File: src/rtl/advanced_counter_pkg.sv
// Shared types and default timing for the button debouncer / auto-repeat front end.
// State values match the encoding used by the downstream digit-counter logic.
package advanced_counter_pkg;

  typedef enum logic [2:0] {
    StIdle        = 3'd0,
    StPressWait   = 3'd1,
    StHeld        = 3'd2,
    StRepeat      = 3'd3,
    StReleaseWait = 3'd4
  } state_e;

  localparam int unsigned DefaultChannels       = 2;
  localparam int unsigned DefaultDebounceCycles = 10000;
  localparam int unsigned DefaultRepeatDelay    = 500000;
  localparam int unsigned DefaultRepeatPeriod   = 100000;

  // Counter width large enough to hold (largest cycle parameter - 1).
  function automatic int unsigned cnt_width(int unsigned a, int unsigned b, int unsigned c);
    int unsigned m;
    m = a;
    if (b > m) m = b;
    if (c > m) m = c;
    return (m < 2) ? 1 : $clog2(m);
  endfunction

endpackage

File: src/rtl/debounce_channel.sv
// One debounce + auto-repeat channel: FSM with a shared cycle counter.
// event_o is the combinational next-cycle event, registered and merged by the top.
module debounce_channel
  import advanced_counter_pkg::*;
#(
  parameter int unsigned DebounceCycles = DefaultDebounceCycles,
  parameter int unsigned RepeatDelay    = DefaultRepeatDelay,
  parameter int unsigned RepeatPeriod   = DefaultRepeatPeriod
) (
  input  logic clk_i,
  input  logic rst_i,
  input  logic btn_i,
  input  logic repeat_en_i,
  output logic inc_pulse_o,
  output logic btn_stable_o,
  output logic event_o
);

  localparam int unsigned CntW = cnt_width(DebounceCycles, RepeatDelay, RepeatPeriod);
  localparam logic [CntW-1:0] DebLast    = CntW'(DebounceCycles - 1);
  localparam logic [CntW-1:0] DelayLast  = CntW'(RepeatDelay - 1);
  localparam logic [CntW-1:0] PeriodLast = CntW'(RepeatPeriod - 1);

  state_e          state_q, state_d;
  logic [CntW-1:0] cnt_q, cnt_d;
  logic            pulse_q, pulse_d;
  logic            stable_q, stable_d;
  logic            release_d;
  logic [CntW-1:0] term;

  always_comb begin
    state_d   = state_q;
    cnt_d     = cnt_q;
    pulse_d   = 1'b0;
    release_d = 1'b0;
    term      = (state_q == StHeld) ? DelayLast : PeriodLast;
    unique case (state_q)
      StIdle: begin
        if (btn_i) begin
          state_d = StPressWait;
          cnt_d   = '0;
        end
      end
      StPressWait: begin
        if (!btn_i) begin
          state_d = StIdle;
          cnt_d   = '0;
        end else if (cnt_q == DebLast) begin
          state_d = StHeld;
          cnt_d   = '0;
          pulse_d = 1'b1;
        end else begin
          cnt_d = cnt_q + 1'b1;
        end
      end
      StHeld, StRepeat: begin
        if (!btn_i) begin
          state_d = StReleaseWait;
          cnt_d   = '0;
        end else if (!repeat_en_i) begin
          // Parked at zero so re-enabling always counts a full interval.
          cnt_d = '0;
        end else if (cnt_q == term) begin
          state_d = StRepeat;
          cnt_d   = '0;
          pulse_d = 1'b1;
        end else begin
          cnt_d = cnt_q + 1'b1;
        end
      end
      StReleaseWait: begin
        if (btn_i) begin
          state_d = StHeld;
          cnt_d   = '0;
        end else if (cnt_q == DebLast) begin
          state_d   = StIdle;
          cnt_d     = '0;
          release_d = 1'b1;
        end else begin
          cnt_d = cnt_q + 1'b1;
        end
      end
      default: begin
        state_d = StIdle;
        cnt_d   = '0;
      end
    endcase
    stable_d = (state_d == StHeld) || (state_d == StRepeat) || (state_d == StReleaseWait);
  end

  always_ff @(posedge clk_i) begin
    if (rst_i) begin
      state_q  <= StIdle;
      cnt_q    <= '0;
      pulse_q  <= 1'b0;
      stable_q <= 1'b0;
    end else begin
      state_q  <= state_d;
      cnt_q    <= cnt_d;
      pulse_q  <= pulse_d;
      stable_q <= stable_d;
    end
  end

  assign inc_pulse_o  = pulse_q;
  assign btn_stable_o = stable_q;
  assign event_o      = pulse_d | release_d;

endmodule

File: src/rtl/button_repeat_debouncer.sv
// Multi-channel debouncer with auto-repeat increment pulses and a merged refresh strobe.
// Channels are independent; any_event is registered so it lines up with inc_pulse.
module button_repeat_debouncer
  import advanced_counter_pkg::*;
#(
  parameter int unsigned CHANNELS        = DefaultChannels,
  parameter int unsigned DEBOUNCE_CYCLES = DefaultDebounceCycles,
  parameter int unsigned REPEAT_DELAY    = DefaultRepeatDelay,
  parameter int unsigned REPEAT_PERIOD   = DefaultRepeatPeriod
) (
  input  logic                clk,
  input  logic                reset,
  input  logic [CHANNELS-1:0] btn_in,
  input  logic                repeat_en,
  output logic [CHANNELS-1:0] inc_pulse,
  output logic [CHANNELS-1:0] btn_stable,
  output logic                any_event
);

  logic [CHANNELS-1:0] ch_event;
  logic                any_event_q;

  for (genvar g = 0; g < CHANNELS; g++) begin : g_ch
    debounce_channel #(
      .DebounceCycles(DEBOUNCE_CYCLES),
      .RepeatDelay   (REPEAT_DELAY),
      .RepeatPeriod  (REPEAT_PERIOD)
    ) u_ch (
      .clk_i       (clk),
      .rst_i       (reset),
      .btn_i       (btn_in[g]),
      .repeat_en_i (repeat_en),
      .inc_pulse_o (inc_pulse[g]),
      .btn_stable_o(btn_stable[g]),
      .event_o     (ch_event[g])
    );
  end

  always_ff @(posedge clk) begin
    if (reset) begin
      any_event_q <= 1'b0;
    end else begin
      any_event_q <= |ch_event;
    end
  end

  assign any_event = any_event_q;

endmodule

File: config.mk
export PLATFORM = sky130hd
export DESIGN_NAME = button_repeat_debouncer
export DESIGN_NICKNAME = d
export VERILOG_FILES = /design/src/rtl/advanced_counter_pkg.sv /design/src/rtl/debounce_channel.sv /design/src/rtl/button_repeat_debouncer.sv
export SDC_FILE = /design/constraint.sdc
export NUM_CORES = 1
export LEC_CHECK = 0
export BUFFER_PORTS_ARGS = -buffer_cell sky130_fd_sc_hd__buf_2
export CORE_UTILIZATION = 60
export DETAILED_ROUTE_END_ITERATION = 10
export HOLD_SLACK_MARGIN = 0.06
export PLACE_DENSITY = 0.74
export SLEW_MARGIN = 20
export SYNTH_ARGS = -nofsm -noshare
export SYNTH_HDL_FRONTEND = slang
export SYNTH_HIERARCHICAL = 1
export SYNTH_SLANG_ARGS = --single-unit
export TNS_END_PERCENT = 100
File: constraint.sdc
create_clock -name clk -period 2.5 [get_ports clk]
set_input_delay 0.25 -clock clk [delete_from_list [all_inputs] [get_ports clk]]
set_output_delay 0.25 -clock clk [all_outputs]
set_load 0.02 [all_outputs]
After elaboration in Yosys (flattened, before gate mapping)
Index checks and enable logic that the tools add are counted.

Bits of input ports: 5. Bits in latches: 0. Bits in writable memories: 0. Output and inout port bits: 5. Memory bits (read-only): 0. Memories kept: 0. Register bits after elaboration: 49. Word-level logic and storage cells: 94.

Muxes and demuxes: 52. Shift operators: 0. Divide/modulo/power cells: 0. $mul: 0. Equality and inequality tests: 20. Reduce and logical (&&, ||, !) cells: 9. Add/subtract/negate cells: 2. Bitwise logic cells: 2. $lt $le $gt $ge: 0.

Operators by type and width (number): 19-bit two-way mux (16); 19-bit case mux with 4 select lines (2); 3-bit two-way mux (16); 19-bit by 1-bit adder with 19-bit output (second input constant) (2); 19-bit by 14-bit equality test with 1-bit output (second input constant) (2); 19-bit equality test (2); 3-bit by 2-bit equality test with 1-bit output (second input constant) (8); 3-bit case mux with 4 select lines (2); 1-bit two-way mux (14); 3-bit equality test (second input constant) (4); 3-bit by 1-bit equality test with 1-bit output (second input constant) (2); 3-bit zero test (2); 2-bit OR reduction (3); 1-bit logical OR (4); 2-bit != test (second input constant) (2); 1-bit case mux with 2 select lines (2); 1-bit OR (2).

Longest topological paths before layout
Gate-level depths: netlist (run 1).

Depth after elaboration: 10. Depth in mapped cells: 9. Gate-level depth less buffers: 8.

Modules after synthesis
Netlist (run 1), hierarchy kept.

Modules (own cells, without submodules): debounce_channel (g_ch[0].u_ch) (instances 1, area each 1403.8 um2, cells each 172, sequential area each 480.5 um2); debounce_channel (g_ch[1].u_ch) (instances 1, area each 1370.1 um2, cells each 171, sequential area each 480.5 um2); button_repeat_debouncer (instances 1, area each 30.0 um2, cells each 2, sequential area each 20.0 um2).

Least setup slack after synthesis (run 1)
Ideal clock, no wire load.

Path type: flip-flop to flip-flop. Start: register g_ch[1].u_ch.cnt_q[0]. End: register g_ch[1].u_ch.cnt_q[7]. Buffers on the path: 1. Setup slack: 0.493 ns. Required time: 2.386 ns. Arrival: 1.893 ns. Stages on the path, launching flop included: 9. Period minus slack after synthesis: 2.007 ns. Cell sequence: dfxtp_1 ha_1 nand3_1 nand4b_1 o21ba_4 o31ai_4 buf_6 o22ai_1 a21o_1.

Word-level cells in the longest chain between the ends: 5. Elaborated cells on any way between the ends: 10. Those cells by class: 1 x add/sub; 2 x eq/ne; 7 x mux.

Ends and longest elaborated chain: from (decl) (RTL line debounce_channel.sv:25) `logic [CntW-1:0] cnt_q, cnt_d;`; from (signal assigned) (RTL line debounce_channel.sv:99) `cnt_q <= cnt_d;`; 19-bit by 1-bit adder with 19-bit output / 19-bit equality test (equally long branches); 19-bit two-way mux (RTL line debounce_channel.sv:63) `end else if (cnt_q == term) begin`; 19-bit two-way mux (RTL line debounce_channel.sv:60) `end else if (!repeat_en_i) begin`; 19-bit two-way mux (RTL line debounce_channel.sv:57) `if (!btn_i) begin`; 19-bit case mux with 4 select lines (*) (RTL line debounce_channel.sv:37) `unique case (state_q)`.

Every way passes the cells marked *; elsewhere a longest branch is shown, timed or not. A chain may end at the register's enable or synchronous reset.

Worst setup path after layout (run 1)
Start: register g_ch[1].u_ch.cnt_q[0]. End: register g_ch[1].u_ch.cnt_q[10].

Same word-level chain as after synthesis.

==> results of run 1 <==
==> layout make-up <==
| type | instances | area, µm² | area share (%) |
|---|---|---|---|
| multi-input combinational | 269 | 1680 | 56.7 |
| clock buffer | 7 | 86.3 | 2.92 |
| timing repair buffer | 17 | 105 | 3.55 |
| inverter | 12 | 45.0 | 1.52 |
| tap | 52 | 65.1 | 2.20 |
| sequential | 49 | 981 | 33.2 |
==> logic make-up after synthesis <==
| logic type | synth area share [%] |
|---|---|
| compound gates | 20.8 |
| xor+xnor | 2.50 |
| fa+ha+maj | 0.892 |
| buf+inv | 5.22 |
| flops | 35.0 |
| mux | 1.07 |
| simple gates | 34.5 |
==> state kept, by name (all words and copies together) (netlist names) <==
signal / flops
any_event: 1
g_ch.u_ch/btn_stable_o: 2
g_ch.u_ch/cnt_q: 38
g_ch.u_ch/inc_pulse_o: 2
g_ch.u_ch/state_q: 6
==> layout by cell type (no fill, tap or decap), types with 5 or more instances in the layout <==
cell type	netlist	layout
nand4_1	11	11
nand3b_1	5	5
and2_1	6	6
buf_4	1	8
a21oi_1	11	11
buf_2	1	9
nor2b_1	5	5
nand3_1	31	31
inv_1	12	12
nor3_1	12	12
clkbuf_8	0	6
a21o_1	8	8
dfxtp_1	49	49
o311ai_1	5	5
and3_1	13	13
or3_1	6	6
o21ai_0	26	26
nand2_1	36	36
nor2_1	19	19
==> how the worst max path moves through the flow <==
stage / from / endpoint / slack, ns / cells past startpoint
finish: g_ch[1].u_ch/cnt_q[0] / g_ch[1].u_ch/cnt_q[10] / 0.23 / 7
detailed placement: g_ch[1].u_ch/cnt_q[0] / g_ch[1].u_ch/cnt_q[5] / 0.28 / 6
global route: g_ch[0].u_ch/cnt_q[0] / g_ch[0].u_ch/cnt_q[8] / 0.12 / 8
floorplan: g_ch[1].u_ch/cnt_q[0] / g_ch[1].u_ch/cnt_q[7] / 0.49 / 8
CTS: g_ch[1].u_ch/cnt_q[0] / g_ch[1].u_ch/cnt_q[5] / 0.26 / 6
global placement: g_ch[1].u_ch/cnt_q[0] / g_ch[1].u_ch/cnt_q[5] / 0.36 / 6
==> critical path, cell delays in order, from the launching register on <==
cell and delay, ns:
dfxtp_1 0.40, ha_1 0.24, nand3_1 0.16, nand4b_1 0.28, o21ba_4 0.25, o31a_2 0.47, a21o_1 0.19, a21o_1 0.16
==> routing by layer <==
layer | global-route usage (%) | part of all wire [%]
met5 | 0 | 0
met3 | 4.91 | 4.7
met2 | 46.0 | 48
met1 | 32.5 | 45
met4 | 10.0 | 1.7
==> metrics by stage <==
step / instances / power (mW) / instance area [µm²] / util, %
after floorplan: 345 / 0.858 / 2800 / -
after global routing: 406 / 1.38 / 2960 / 67.0
after global placement: 399 / 0.876 / 2870 / 65.1
after detailed placement: 399 / 0.878 / 2870 / 65.1
final: 406 / 1.34 / 2960 / 67.0
after CTS: 406 / 1.35 / 2960 / 67.0
==> where the power goes <==
part	switching (mW)	leakage, nW	total [mW]	internal, mW
clock	0.258	0.0443	0.478	0.220
combinational	0.0458	0.641	0.0716	0.0258
sequential	0.00528	0.395	0.789	0.783
total	0.309	1.08	1.34	1.03
==> metrics.txt, run 1 <==
Post-DRT Antenna Nets 0; most common cell in the netlist dfxtp_1; Final min period 2.27 ns; Fin. Hold Viols 0; Post-synth EDFFs 0; hold buffer count at cts 0; power per cell area 452 mW/mm²; RSZ-0062 raised after global routing no; CTS root buf clkbuf_8; VDD IR max 0.409 mV; YS warnings 6; Crit Reg-Reg Endpoint g_ch[1].u_ch/cnt_q[10]; synthesized instance count 345; Syn Std Cell Area 0.00280 mm²; Synth async-reset ratio 0%; Final Max Tran Viols 0; drt wl/cell 15.4 µm; GRT Overall Usage 26.6%; sequential share of the synthesized area 35.0%; top-area cell type share of the netlist area 35.0%; DR vias 2,590; Worst setup SP type flip-flop; hold slack 0.236 ns; Clk Latency, worst-skew pair 0.30 ns; die height 70.4 µm; Clock Pin Slew Worst Setup and Hold Paths 0.09 ns; # port buffers 9; core area 0.00441 mm²; Die X-Extent 70.4 µm; worst slew pin tran 0.805 ns; WL final 6260 µm; hold path start btn_in[1]; Synth area leaders dfxtp_1, nand3_1, nand2_1; Max FO, Critical Path 15; die area 0.00495 mm²; Commonest cells post-synth dfxtp_1, nand2_1, nand3_1; clock buffer depth 2; R2R Setup Slk 0.23 ns; Rel. slew slack 45.9%; CP Data Arrival Time 2.47 ns; initial antenna violation count 0; Initial Utilization 63.5%; Num CTS Buffers 5; first-pass GRT wire length 10,700 µm; gp weighted congestion 0.951; Register-to-Register Path Depth 7; FF+latch count, synth 49; Post-Syn Area per Cell 8.13 µm²; crit share post-route 90.6%; fin nets 361; DR vias/cell 6.38; Layout area overhead 5.53%; Overflow after GRT 0; cts repair resizes 0; Final Skew 0.00534 ns; DRC 0; setup_tns 0 ns; fraction of layout cells with a size suffix above 1 9.60%; vias in the first global route 2,399; DP HPWL 4490 µm; # setup viols final 0; fillcell total 386; CP required 2.70 ns; WHS Path Cells 2; Top Ports 10; First DRT Iteration DRCs 174; ant diodes 0; largest net degree at the start of global routing 18; Core Rows 24; Synth cell types 65; Clock Sinks 49; H-tree Lvls 2; worst r2r src g_ch[1].u_ch/cnt_q[0]; status completed; Hold EP g_ch[1].u_ch/state_q[2]; CTS tree done; cell taking the most area after synthesis dfxtp_1; Pleak 1.08 nW; kind of critical path flip-flop to flip-flop; post-CTS setup buffer count 0; Syn Nets 352; crit end category flip-flop; f_max 0.441 GHz; Setup WS post-layout 0.234 ns; max-cap violation count 0; post-place setup slack 0.284 ns; main flop type after synthesis dfxtp_1; Pre-antenna DRT Iters 4; Hold Path Class input pin to flip-flop
No activity file was read; power rests on OpenSTA's default activity.
==> run 2: changes to the inputs <==
--- a/config.mk
+++ b/config.mk
@@ -10,6 +10,7 @@
 export DETAILED_ROUTE_END_ITERATION = 10
 export HOLD_SLACK_MARGIN = 0.06
 export PLACE_DENSITY = 0.74
+export RECOVER_POWER = 100
 export SLEW_MARGIN = 20
 export SYNTH_ARGS = -nofsm -noshare
 export SYNTH_HDL_FRONTEND = slang
==> run 2 against run 1 <==
Cell count unchanged. Routed wire length up 0.29%. Sequential power about the same. Worst hold slack improved by 0.0015 ns. Sequential share of layout area is 0.28 points higher.
==> metrics.txt, run 2 (synthesis results as in run 1) <==
H-tree Lvls 2 (unchanged); RSZ-0062 raised after global routing no; hold path start btn_in[1]; CTS tree done; Overflow after GRT 0 (unchanged); # setup viols final 0 (unchanged); most common cell after layout, fill and taps aside dfxtp_1; largest register by flop count g_ch.u_ch/cnt_q; cts repair resizes 0 (unchanged); crit share post-route 91.6% (+0.95 points); Max FO, Critical Path 17 (+2); Clock Sinks 49 (unchanged); fraction of layout cells with a size suffix above 1 7.06% (-2.5 points); die height 70.4 µm (unchanged); VDD IR max 0.403 mV (-1.3%); Final Max Tran Viols 0 (unchanged); WL final 6270 µm (+0.29%); Clock Pin Slew Worst Setup and Hold Paths 0.08 ns (about the same); die area 0.00495 mm² (unchanged); largest net degree at the start of global routing 18 (unchanged); Comb pwr share 5.2% (-0.2 points); Net Sw Frac 22.8% (-0.23 points); Core Rows 24 (unchanged); DR vias/cell 6.30 (-1.2%); Rel. slew slack 46.6% (+0.78 points); max reg flops 38 (unchanged); final std cells w/o fill 406 (unchanged); core area 0.00441 mm² (unchanged); switching pwr 0.304 mW (-1.4%); CP Data Arrival Time 2.49 ns (+0.02 ns); status completed; Layout area overhead 4.64%; # port buffers 9 (unchanged); f_max 0.437 GHz (-1.0%); Die X-Extent 70.4 µm (unchanged); Pleak 1.05 nW (-2.9%); fin nets 361 (unchanged); worst slew pin tran 0.793 ns (-0.0116 ns); CTS root buf clkbuf_8; Hold Path Class input pin to flip-flop; initial antenna violation count 0 (unchanged); DRC 0 (unchanged); Final Skew 0.00341 ns (-0.00193 ns); max-cap violation count 0 (unchanged); most frequent cells in the layout dfxtp_1, nand2_1, nand3_1; Clk pwr share 35.6% (about the same); post-CTS setup buffer count 0 (unchanged); hold buffer count at cts 0 (unchanged); ant diodes 0 (unchanged); clock buffer depth 2 (unchanged); worst r2r src g_ch[0].u_ch/cnt_q[0]; Pre-antenna DRT Iters 5 (+1); Initial Utilization 63.5% (unchanged); GRT Overall Usage 26.6% (unchanged); Worst setup SP type flip-flop; DP HPWL 4490 µm (unchanged); gp weighted congestion 0.951 (unchanged); Clk Latency, worst-skew pair 0.30 ns (about the same); crit end category flip-flop; Fin. Hold Viols 0 (unchanged); Final min period 2.29 ns (+0.0238 ns); vias in the first global route 2,399 (unchanged); power per cell area 454 mW/mm² (+0.43%); crit path launch g_ch[0].u_ch/cnt_q[0]; setup_tns 0 ns (unchanged); DR vias 2,559 (-1.2%); Post-DRT Antenna Nets 0 (unchanged); Top Ports 10 (unchanged); cell count after placement 399 (unchanged); Largest regs g_ch.u_ch/cnt_q x38, g_ch.u_ch/state_q x6; first-pass GRT wire length 10,700 µm (unchanged); drt wl/cell 15.5 µm (+0.29%); Reg power frac 59.2% (+0.3 points); kind of critical path flip-flop to flip-flop; First DRT Iteration DRCs 189 (+8.6%); Internal 1.03 mW (-0.13%); CP required 2.70 ns (about the same); Num CTS Buffers 5 (unchanged)
==> run 2: cell count changes in the layout (fill, tap and decap cells not counted), sizes merged <==
| cell | previous run | this run |
|---|---|---|
| buf | 17 | 11 |
| clkbuf | 7 | 13 |
==> run 2: power by group through the flow <==
stage                     Combinational [mW]  Sequential [mW]  Clock [mW]
after floorplan                       0.0531            0.805           0
after global placement                0.0695            0.806           0
after detailed placement              0.0707            0.807           0
after CTS                             0.0710            0.788       0.490
after global routing                  0.0783            0.789       0.513
final                                 0.0699            0.788       0.474
==> run 2: area by class of cell <==
type                            count  area, µm²
Multi-Input combinational cell    269       1660
Fill cell                         389       1480
Sequential cell                    49        981
Timing Repair Buffer               17       95.1
Clock buffer                        7       86.3
Tap cell                           52       65.1
Inverter                           12       45.0
==> run 2: path summary, 6_finish.rpt <==
kind                                                 to  slack [ns]  cells after the start
worst max-delay path             g_ch[0].u_ch/cnt_q[11]        0.21                      8
worst min-delay path            g_ch[1].u_ch/state_q[2]        0.24                      2
worst max register to register   g_ch[0].u_ch/cnt_q[11]        0.21                      8
worst min register to register   g_ch[1].u_ch/cnt_q[16]        0.49                      2
==> run 2: critical path, cell delays in order (launching register included) <==
cell and delay, ns:
dfxtp_1 0.40, ha_1 0.26, and4_1 0.26, nand4_1 0.16, a21oi_1 0.34, o22a_1 0.22
buf_4 0.22, o21ai_0 0.11, a21o_1 0.20
==> run 2: through the flow <==
step	setup WS (ns)	utilization (%)	instance area (µm²)	hold slack, ns	total power, mW
3_3_place_gp	0.360	65.1	2870	0.477	0.876
4_1_cts	0.259	67.0	2960	0.224	1.35
2_1_floorplan	0.493	-	2800	0.339	0.858
5_1_grt	0.0712	66.5	2930	0.251	1.38
6_report	0.211	66.5	2930	0.238	1.33
3_5_place_dp	0.284	65.1	2870	0.481	0.878
==> run 2: layer usage <==
metal  up-vias  global-route usage [%]  share of wire [%]
met5         -                       0                  0
met3        12                    4.91                3.8
met4         0                    10.0                1.6
li1       1294                       -                  -
met1      1200                    32.5                 47
met2        53                    46.0                 48
